`src/rtl/dense_pkg.sv`:
```
// Shared definitions for the dense-layer weight streaming path.
package dense_pkg;

  localparam int DENSE_WORD_SIZE = 32;
  localparam int DENSE_LENGTH    = 10;
  localparam int DENSE_ADR_SIZE  = 4;

  typedef enum logic {
    ST_IDLE   = 1'b0,
    ST_STREAM = 1'b1
  } dense_state_t;

endpackage

```
`src/rtl/dense_weight_addr_counter.sv`:
```
// Issue counter for the weight LUT. The counter is one bit wider than the
// address so that a full 2**ADR_SIZE pass can be represented. The address
// output is clamped to the last legal word once every word has been issued.
module dense_weight_addr_counter
  import dense_pkg::*;
#(
  parameter int ADR_SIZE    = DENSE_ADR_SIZE,
  parameter int LENGTH_SIZE = DENSE_LENGTH
) (
  input  logic                clk,
  input  logic                rst_n,
  input  logic                i_clr,
  input  logic                i_inc,
  output logic [ADR_SIZE-1:0] o_adr,
  output logic                o_tc,
  output logic                o_is_last
);

  localparam logic [ADR_SIZE:0]   LEN      = (ADR_SIZE+1)'(LENGTH_SIZE);
  localparam logic [ADR_SIZE:0]   LAST_CNT = (ADR_SIZE+1)'(LENGTH_SIZE-1);
  localparam logic [ADR_SIZE-1:0] LAST_ADR = ADR_SIZE'(LENGTH_SIZE-1);

  logic [ADR_SIZE:0] r_fetchCnt;
  logic              w_tc;

  assign w_tc      = (r_fetchCnt == LEN);
  assign o_tc      = w_tc;
  assign o_is_last = (r_fetchCnt == LAST_CNT);
  assign o_adr     = w_tc ? LAST_ADR : r_fetchCnt[ADR_SIZE-1:0];

  // fetch counter: cleared on reset/clear, saturates at LENGTH_SIZE
  always_ff @(posedge clk) begin
    if (!rst_n || i_clr) begin
      r_fetchCnt <= '0;
    end else if (i_inc && !w_tc) begin
      r_fetchCnt <= r_fetchCnt + 1'b1;
    end
  end

endmodule

```
`src/rtl/dense_weight_streamer.sv`:
```
// Read-side master for the dense weight LUT: walks the LUT address range once
// per start, registers each word and hands it to the MAC on a valid/ready
// stream. The LUT itself lives in the parent.
module dense_weight_streamer
  import dense_pkg::*;
#(
  parameter int WORD_SIZE   = DENSE_WORD_SIZE,
  parameter int LENGTH_SIZE = DENSE_LENGTH,
  parameter int ADR_SIZE    = DENSE_ADR_SIZE
) (
  input  logic                 clk,
  input  logic                 rst_n,
  input  logic                 start,
  input  logic                 abort,
  output logic [ADR_SIZE-1:0]  lutAdr,
  input  logic [WORD_SIZE-1:0] lutData,
  output logic [WORD_SIZE-1:0] outData,
  output logic [ADR_SIZE-1:0]  outIdx,
  output logic                 outValid,
  input  logic                 outReady,
  output logic                 outLast,
  output logic                 busy,
  output logic                 done
);

  dense_state_t r_state, w_next;

  logic [WORD_SIZE-1:0] r_outData;
  logic [ADR_SIZE-1:0]  r_outIdx;
  logic                 r_outValid;
  logic                 r_outLast;
  logic                 r_done;

  logic [ADR_SIZE-1:0]  w_adr;
  logic                 w_tc;
  logic                 w_isLast;
  logic                 w_inStream;
  logic                 w_accept;
  logic                 w_load;
  logic                 w_lastAccept;
  logic                 w_clr;

  assign w_inStream   = (r_state == ST_STREAM);
  assign w_accept     = r_outValid && outReady;
  // abort suppresses any new load so the output slot empties next cycle
  assign w_load       = w_inStream && !abort && (!r_outValid || outReady) && !w_tc;
  assign w_lastAccept = w_inStream && w_accept && r_outLast;
  // the counter rests at zero while idle so a new pass always starts at word 0
  assign w_clr        = (r_state == ST_IDLE);

  dense_weight_addr_counter #(
    .ADR_SIZE    (ADR_SIZE),
    .LENGTH_SIZE (LENGTH_SIZE)
  ) u_addr_counter (
    .clk       (clk),
    .rst_n     (rst_n),
    .i_clr     (w_clr),
    .i_inc     (w_load),
    .o_adr     (w_adr),
    .o_tc      (w_tc),
    .o_is_last (w_isLast)
  );

  // state register
  always_ff @(posedge clk) begin
    if (!rst_n) begin
      r_state <= ST_IDLE;
    end else begin
      r_state <= w_next;
    end
  end

  // next-state logic: abort beats both start and completion
  always_comb begin
    w_next = r_state;
    case (r_state)
      ST_IDLE:   if (start && !abort)          w_next = ST_STREAM;
      ST_STREAM: if (abort || w_lastAccept)    w_next = ST_IDLE;
      default:                                 w_next = ST_IDLE;
    endcase
  end

  // output slot: load a fresh word, drain on accept, or flush on abort
  always_ff @(posedge clk) begin
    if (!rst_n) begin
      r_outData  <= '0;
      r_outIdx   <= '0;
      r_outValid <= 1'b0;
      r_outLast  <= 1'b0;
    end else if (w_inStream && abort) begin
      r_outValid <= 1'b0;
      r_outLast  <= 1'b0;
    end else if (w_load) begin
      r_outData  <= lutData;
      r_outIdx   <= w_adr;
      r_outLast  <= w_isLast;
      r_outValid <= 1'b1;
    end else if (w_accept) begin
      r_outValid <= 1'b0;
      r_outLast  <= 1'b0;
    end
  end

  // completion pulse, withheld when the final accept coincides with abort
  always_ff @(posedge clk) begin
    if (!rst_n) begin
      r_done <= 1'b0;
    end else begin
      r_done <= w_lastAccept && !abort;
    end
  end

  assign lutAdr   = w_adr;
  assign outData  = r_outData;
  assign outIdx   = r_outIdx;
  assign outValid = r_outValid;
  assign outLast  = r_outLast;
  assign busy     = w_inStream;
  assign done     = r_done;

endmodule

```
`config.mk`:
```
export PLATFORM = sky130hd
export DESIGN_NAME = dense_weight_streamer
export DESIGN_NICKNAME = d
export VERILOG_FILES = /design/src/rtl/dense_pkg.sv /design/src/rtl/dense_weight_addr_counter.sv /design/src/rtl/dense_weight_streamer.sv
export SDC_FILE = /design/constraint.sdc
export NUM_CORES = 1
export LEC_CHECK = 0
export ABC_AREA = 1
export CAP_MARGIN = 5
export CORE_MARGIN = 1.5
export CORE_UTILIZATION = 37
export DETAILED_ROUTE_END_ITERATION = 10
export PLACE_DENSITY = 0.82
export SLEW_MARGIN = 20
export SYNTH_ARGS = -nofsm -noshare
export SYNTH_HDL_FRONTEND = slang
export SYNTH_SLANG_ARGS = --single-unit
```
`constraint.sdc`:
```
create_clock -name clk -period 1.3 [get_ports clk]
set_input_delay 0.26 -clock clk [delete_from_list [all_inputs] [get_ports clk]]
set_output_delay 0.26 -clock clk [all_outputs]
set_load 0.1 [all_outputs]
```
# Word-level counts from Yosys, hierarchy flattened
# Cells that the tools add are included.
# W data, S select, Z words.
dict set report totals {
  ff_bits 45
  word_cells 40
  input_bits 37
  output_inout_bits 44
}
dict set report classes {
  mux 7
  reduce_logical 20
  bitwise 3
  n_addsub 1
  n_eq_ne 2
}
# op n
set ops {}
lappend ops {{$eq A5 B4 Y1 const B} 2}
lappend ops {{$logic_and A1 B1 Y1} 10}
lappend ops {{$add A5 B1 Y5 const B} 1}
lappend ops {{$mux W1} 5}
lappend ops {{$logic_not A1 Y1} 4}
lappend ops {{$mux W4} 1}
lappend ops {{$logic_or A1 B1 Y1} 3}
lappend ops {{$not A1 Y1} 3}
lappend ops {{$pmux W1 S2} 1}
lappend ops {{$reduce_and A2 Y1} 1}
lappend ops {{$reduce_bool A2 Y1} 1}
lappend ops {{$reduce_or A2 Y1} 1}

# Longest topological paths before layout
dict set report depth {
  depth_word 6
  depth_mapped 10
  mapped_depth_nobuf 8
}

# Hierarchy
# From an unflattened synthesis, not the netlist that was laid out.
dict set report unflattened {
  cells_unflattened 312
  area_unflattened_um2 2099.5
}
# mod seq_area_each_um2 area_each_um2 instances cells_each
set modules_own_cells {}
lappend modules_own_cells {dense_weight_streamer 800.8 1786.7 1 264}
lappend modules_own_cells {dense_weight_addr_counter 100.1 312.8 1 48}

# Worst setup path after synthesis
# No wires, ideal clock.
dict set report synth_timing {
  path_type {reg2out}
  startpoint {register u_addr_counter.r_fetchCnt[0]}
  endpoint {output lutAdr[1]}
  setup_slack_ns -0.993
  required_ns 1.040
  path_buffers 0
  t_arrival_ns 2.033
  path_stages_with_launch 6
  path_cell_list {dfxtp_1 -> inv_1 -> ha_1 -> nand2_1 -> nor2_1 -> nor2_1}
}
dict set report synth_between {
  elab_chain_cells 2
}
# item line_no
set synth_lines {}
lappend synth_lines {{start: declaration} dense_weight_addr_counter.sv:23} ;# logic [ADR_SIZE:0] r_fetchCnt;
lappend synth_lines {{start signal: assignment} dense_weight_addr_counter.sv:36} ;# r_fetchCnt <= r_fetchCnt + 1'b1;
lappend synth_lines {{$eq A5 B4 Y1} dense_weight_addr_counter.sv:26} ;# assign w_tc = (r_fetchCnt == LEN);
lappend synth_lines {{$mux W4} dense_weight_addr_counter.sv:29} ;# assign o_adr = w_tc ? LAST_ADR : r_fetchCnt[ADR_SIZE-1:0];
lappend synth_lines {{end: declaration} dense_weight_streamer.sv:15} ;# output logic [ADR_SIZE-1:0] lutAdr,
# No other way between the ends.

# Worst setup path in the final report
# Ends and elaborated chain as after synthesis.

==> results.yml <==
worst_setup_path:
  critPathTopFamily: "flip-flops"
  timing.rr.start: "u_addr_counter.r_fetchCnt[0]"
  worstSetupPathType: "reg -> out"
  startpoint: "u_addr_counter.r_fetchCnt[0]"
  endpoint_kind: "primary output"
  crit_fanout: 2
  crit_path_cell_trace: "inv_2 > ha_4 > nand2_1 > nor2_4 > nor2_4 > buf_12"
  max_stage_delay_ps: 330
  cpMostUsedCell: "nor2_4"
  crit_required_ps: 1040
  worstPathArrival_ps: 1310
  slowest_stage: "dfxtp_2"
  critPathBufInv: 2
  critical_path.startpoint_type: "flip-flop"
timing:
  setup_ws_ps: -271
  period_needed_ps: 1570
  finalCritPeriodShare_pct: 121
  hold_viol_final: 0
  rsz0062_at_grt: "true"
  fmax_mhz: 636
  relSlewSlack_pct: 79.1
  worst_slew_pin_slew_ps: 313
  slew_violations: 0
  setup-violations-final: 45
  clock_skew_ps: 7.54
drt:
  drtIter0Drc: 74
  viasPerCell: 4.99
  ant_nets: 0
  wirelength_um: 6080
  vias: 1993
  drt_pass1_iterations: 4
  wl_per_cell_um: 15.2
  drcViolationCount: 0
yosys:
  synth_common_cells: "80 x nor2_1, 45 x dfxtp_1, 32 x o21ai_0"
  yosysWarnings: 0
  synth-compound-area-share_pct: 12.0
  async_reset_ff_share_pct: 0
  synthAdderAreaFrac_pct: 2.09
  synth_area_um2: 1800
  synth_top_family_by_area: "simple AND/OR/NAND/NOR gates"
  yosys.area_share.simple_pct: 27.8
  synth_nets: 283
  synth-edff-count: 0
  yosys.cell_count.top_type: "nor2_1"
  postSynthAreaPerCell_um2: 7.40
  synth_cell_types: 24
  yosysTopAreaCell: "dfxtp_1"
  synth_cells: 243
  ys_ff_latch: 45
  synthXorXnorAreaFrac_pct: 0
  ys_top_cells_by_area: "dfxtp_1 50%, nor2_1 17%, o21ai_0 8.9%"
  synth_mux_area_share_pct: 0
  yosysSeqAreaShare_pct: 50.1
  synth_ff_type: "dfxtp_1"
  yosys.area.top_type_share_pct: 50.1
power:
  pwr-share-comb_pct: 27.5
  switchingPower_mw: 1.10
  finalPower_mw: 3.34
  swShare_pct: 32.9
  peakVddDrop_v: 0.000698
  seqPwrFrac_pct: 44.2
  p_clk_share_pct: 28.3
  p_int_mw: 2.24
  power_leakage_nw: 1.47
  power.density_nw_per_um2: 899
global_routing:
  gr-total-overflow: 0
  grt_antenna_before_repair: 0
  grt_usage_pct: 21.5
  grt_max_degree: 26
  grt_pass1_vias: 1917
  grt_pass1_wl_um: 8740
final_layout:
  seqCellArea_um2: 918
  layout-drive-gt1-share_pct: 41.2
  multi_input_area_um2: 951
  fillCellCount: 290
  final_nets: 384
  finalNonFillerCells: 399
  area_delta_synth_final_pct: 107
  final_area_um2: 3720
  fin_util_pct: 79.3
  antenna_cells: 0
die:
  io_pins: 81
  die_area_um2: 5290
  core_area_um2: 4690
  die_w_um: 72.7
  start_util_pct: 38.3
  chipHeight_um: 72.7
  fp-row-count: 25
cts:
  cts.sinks: 45
  clk_latency_ps: 310
  htreeDepth: 2
  path_clk_slew_ps: 90
  cts_root_buffer: "clkbuf_8"
  cts_tree: "built"
  cts_made_buffers: 5
  clockBufferDepth: 2
  cts.hold.buffers_added: 0
flow_run:
  maxCapViolCount: 0
placed_design:
  io_buffers: 80
  placed_cells: 381
  place.gp.congestion: 0.906
  place_hpwl_um: 3560
  placement.cell_area_um2: 3260
outcome:
  violations: "negative setup slack"
  outcome: "finished with violations"
hold_path:
  hold_path.startpoint: "u_addr_counter.r_fetchCnt[4]"
  hold_class: "reg -> reg"
## placed cells by master, fill, tap and decap left out, types with 10 or more instances in the layout
| cell type | netlist | final |
|---|---|---|
| o21ai_1 | 3 | 13 |
| clkdlybuf4s50_1 | 0 | 36 |
| inv_1 | 14 | 11 |
| buf_12 | 0 | 48 |
| nand2_1 | 27 | 21 |
| o21ai_2 | 0 | 10 |
| nor2_2 | 2 | 17 |
| buf_4 | 1 | 17 |
| o21ai_0 | 32 | 12 |
| nor2_1 | 80 | 60 |
| dfxtp_1 | 45 | 37 |
## per-layer routing
layer	track usage, %	up-vias	part of all wire [%]
met5	0	-	0
met1	23.6	943	37
met3	5.52	13	6.3
met2	39.2	73	55
li1	-	964	-
met4	8.60	0	2.1
## flip-flops by register name, indices dropped and copies added (netlist names)
register,cells
busy,1
done,1
outData,32
outIdx,4
outLast,1
outValid,1
u_addr_counter.r_fetchCnt,5
## cell families (layout without fill, tap and decap cells)
family | Yosys count | in the layout
fa+ha+maj | 3 | 3
flops | 45 | 45
buf+inv | 30 | 132
compound gates | 42 | 42
simple gates | 123 | 123
## cell type report
| cell class | instances | area share [%] |
|---|---|---|
| clock buffers | 6 | 2.22 |
| clock inverters | 2 | 0.370 |
| flip-flops and latches | 45 | 24.7 |
| repair buffers | 109 | 43.8 |
| multi-input cells | 168 | 25.6 |
| inverters | 15 | 1.51 |
| well taps | 54 | 1.82 |
## per-stage QoR
step | worst slack (ps) | hold WS, ps | setup TNS [ps]
finish | -271 | 513 | -8530
global route | -313 | 538 | -11370
global placement | -296 | 490 | -11150
floorplan | -116 | 338 | -1900
detailed placement | -394 | 503 | -14390
CTS | -276 | 519 | -5240
## final timing paths
path | endpoint | slack, ps | depth (start not counted)
worst max-delay path | lutAdr[1] | -270 | 6
worst min-delay path | u_addr_counter.r_fetchCnt[4] | 510 | 2
worst max register to register | outData[19] | -230 | 10
worst min register to register | u_addr_counter.r_fetchCnt[4] | 510 | 2
## power groups by stage
stage / logic [mW] / clock network (mW) / registers [mW]
finish: 0.919 / 0.945 / 1.48
global route: 0.955 / 1.01 / 1.49
CTS: 0.866 / 0.938 / 1.48
detailed placement: 0.835 / 0 / 1.51
global placement: 0.826 / 0 / 1.51
floorplan: 0.134 / 0 / 1.83
## repair_timing
item                       CTS  global route
hold endpoints to repair     0             0
buffers inserted             2             3
setup endpoints to repair   46            45
cloned                       3             3
resized for setup           19            54
pin swaps                    5             9
## tightest hold or removal path, cell delays in order (launching register included)
cell and delay (ps):
dfxtp_2 360, nand2_2 70, a21oi_2 50
Power figures use the tool's default switching activity.
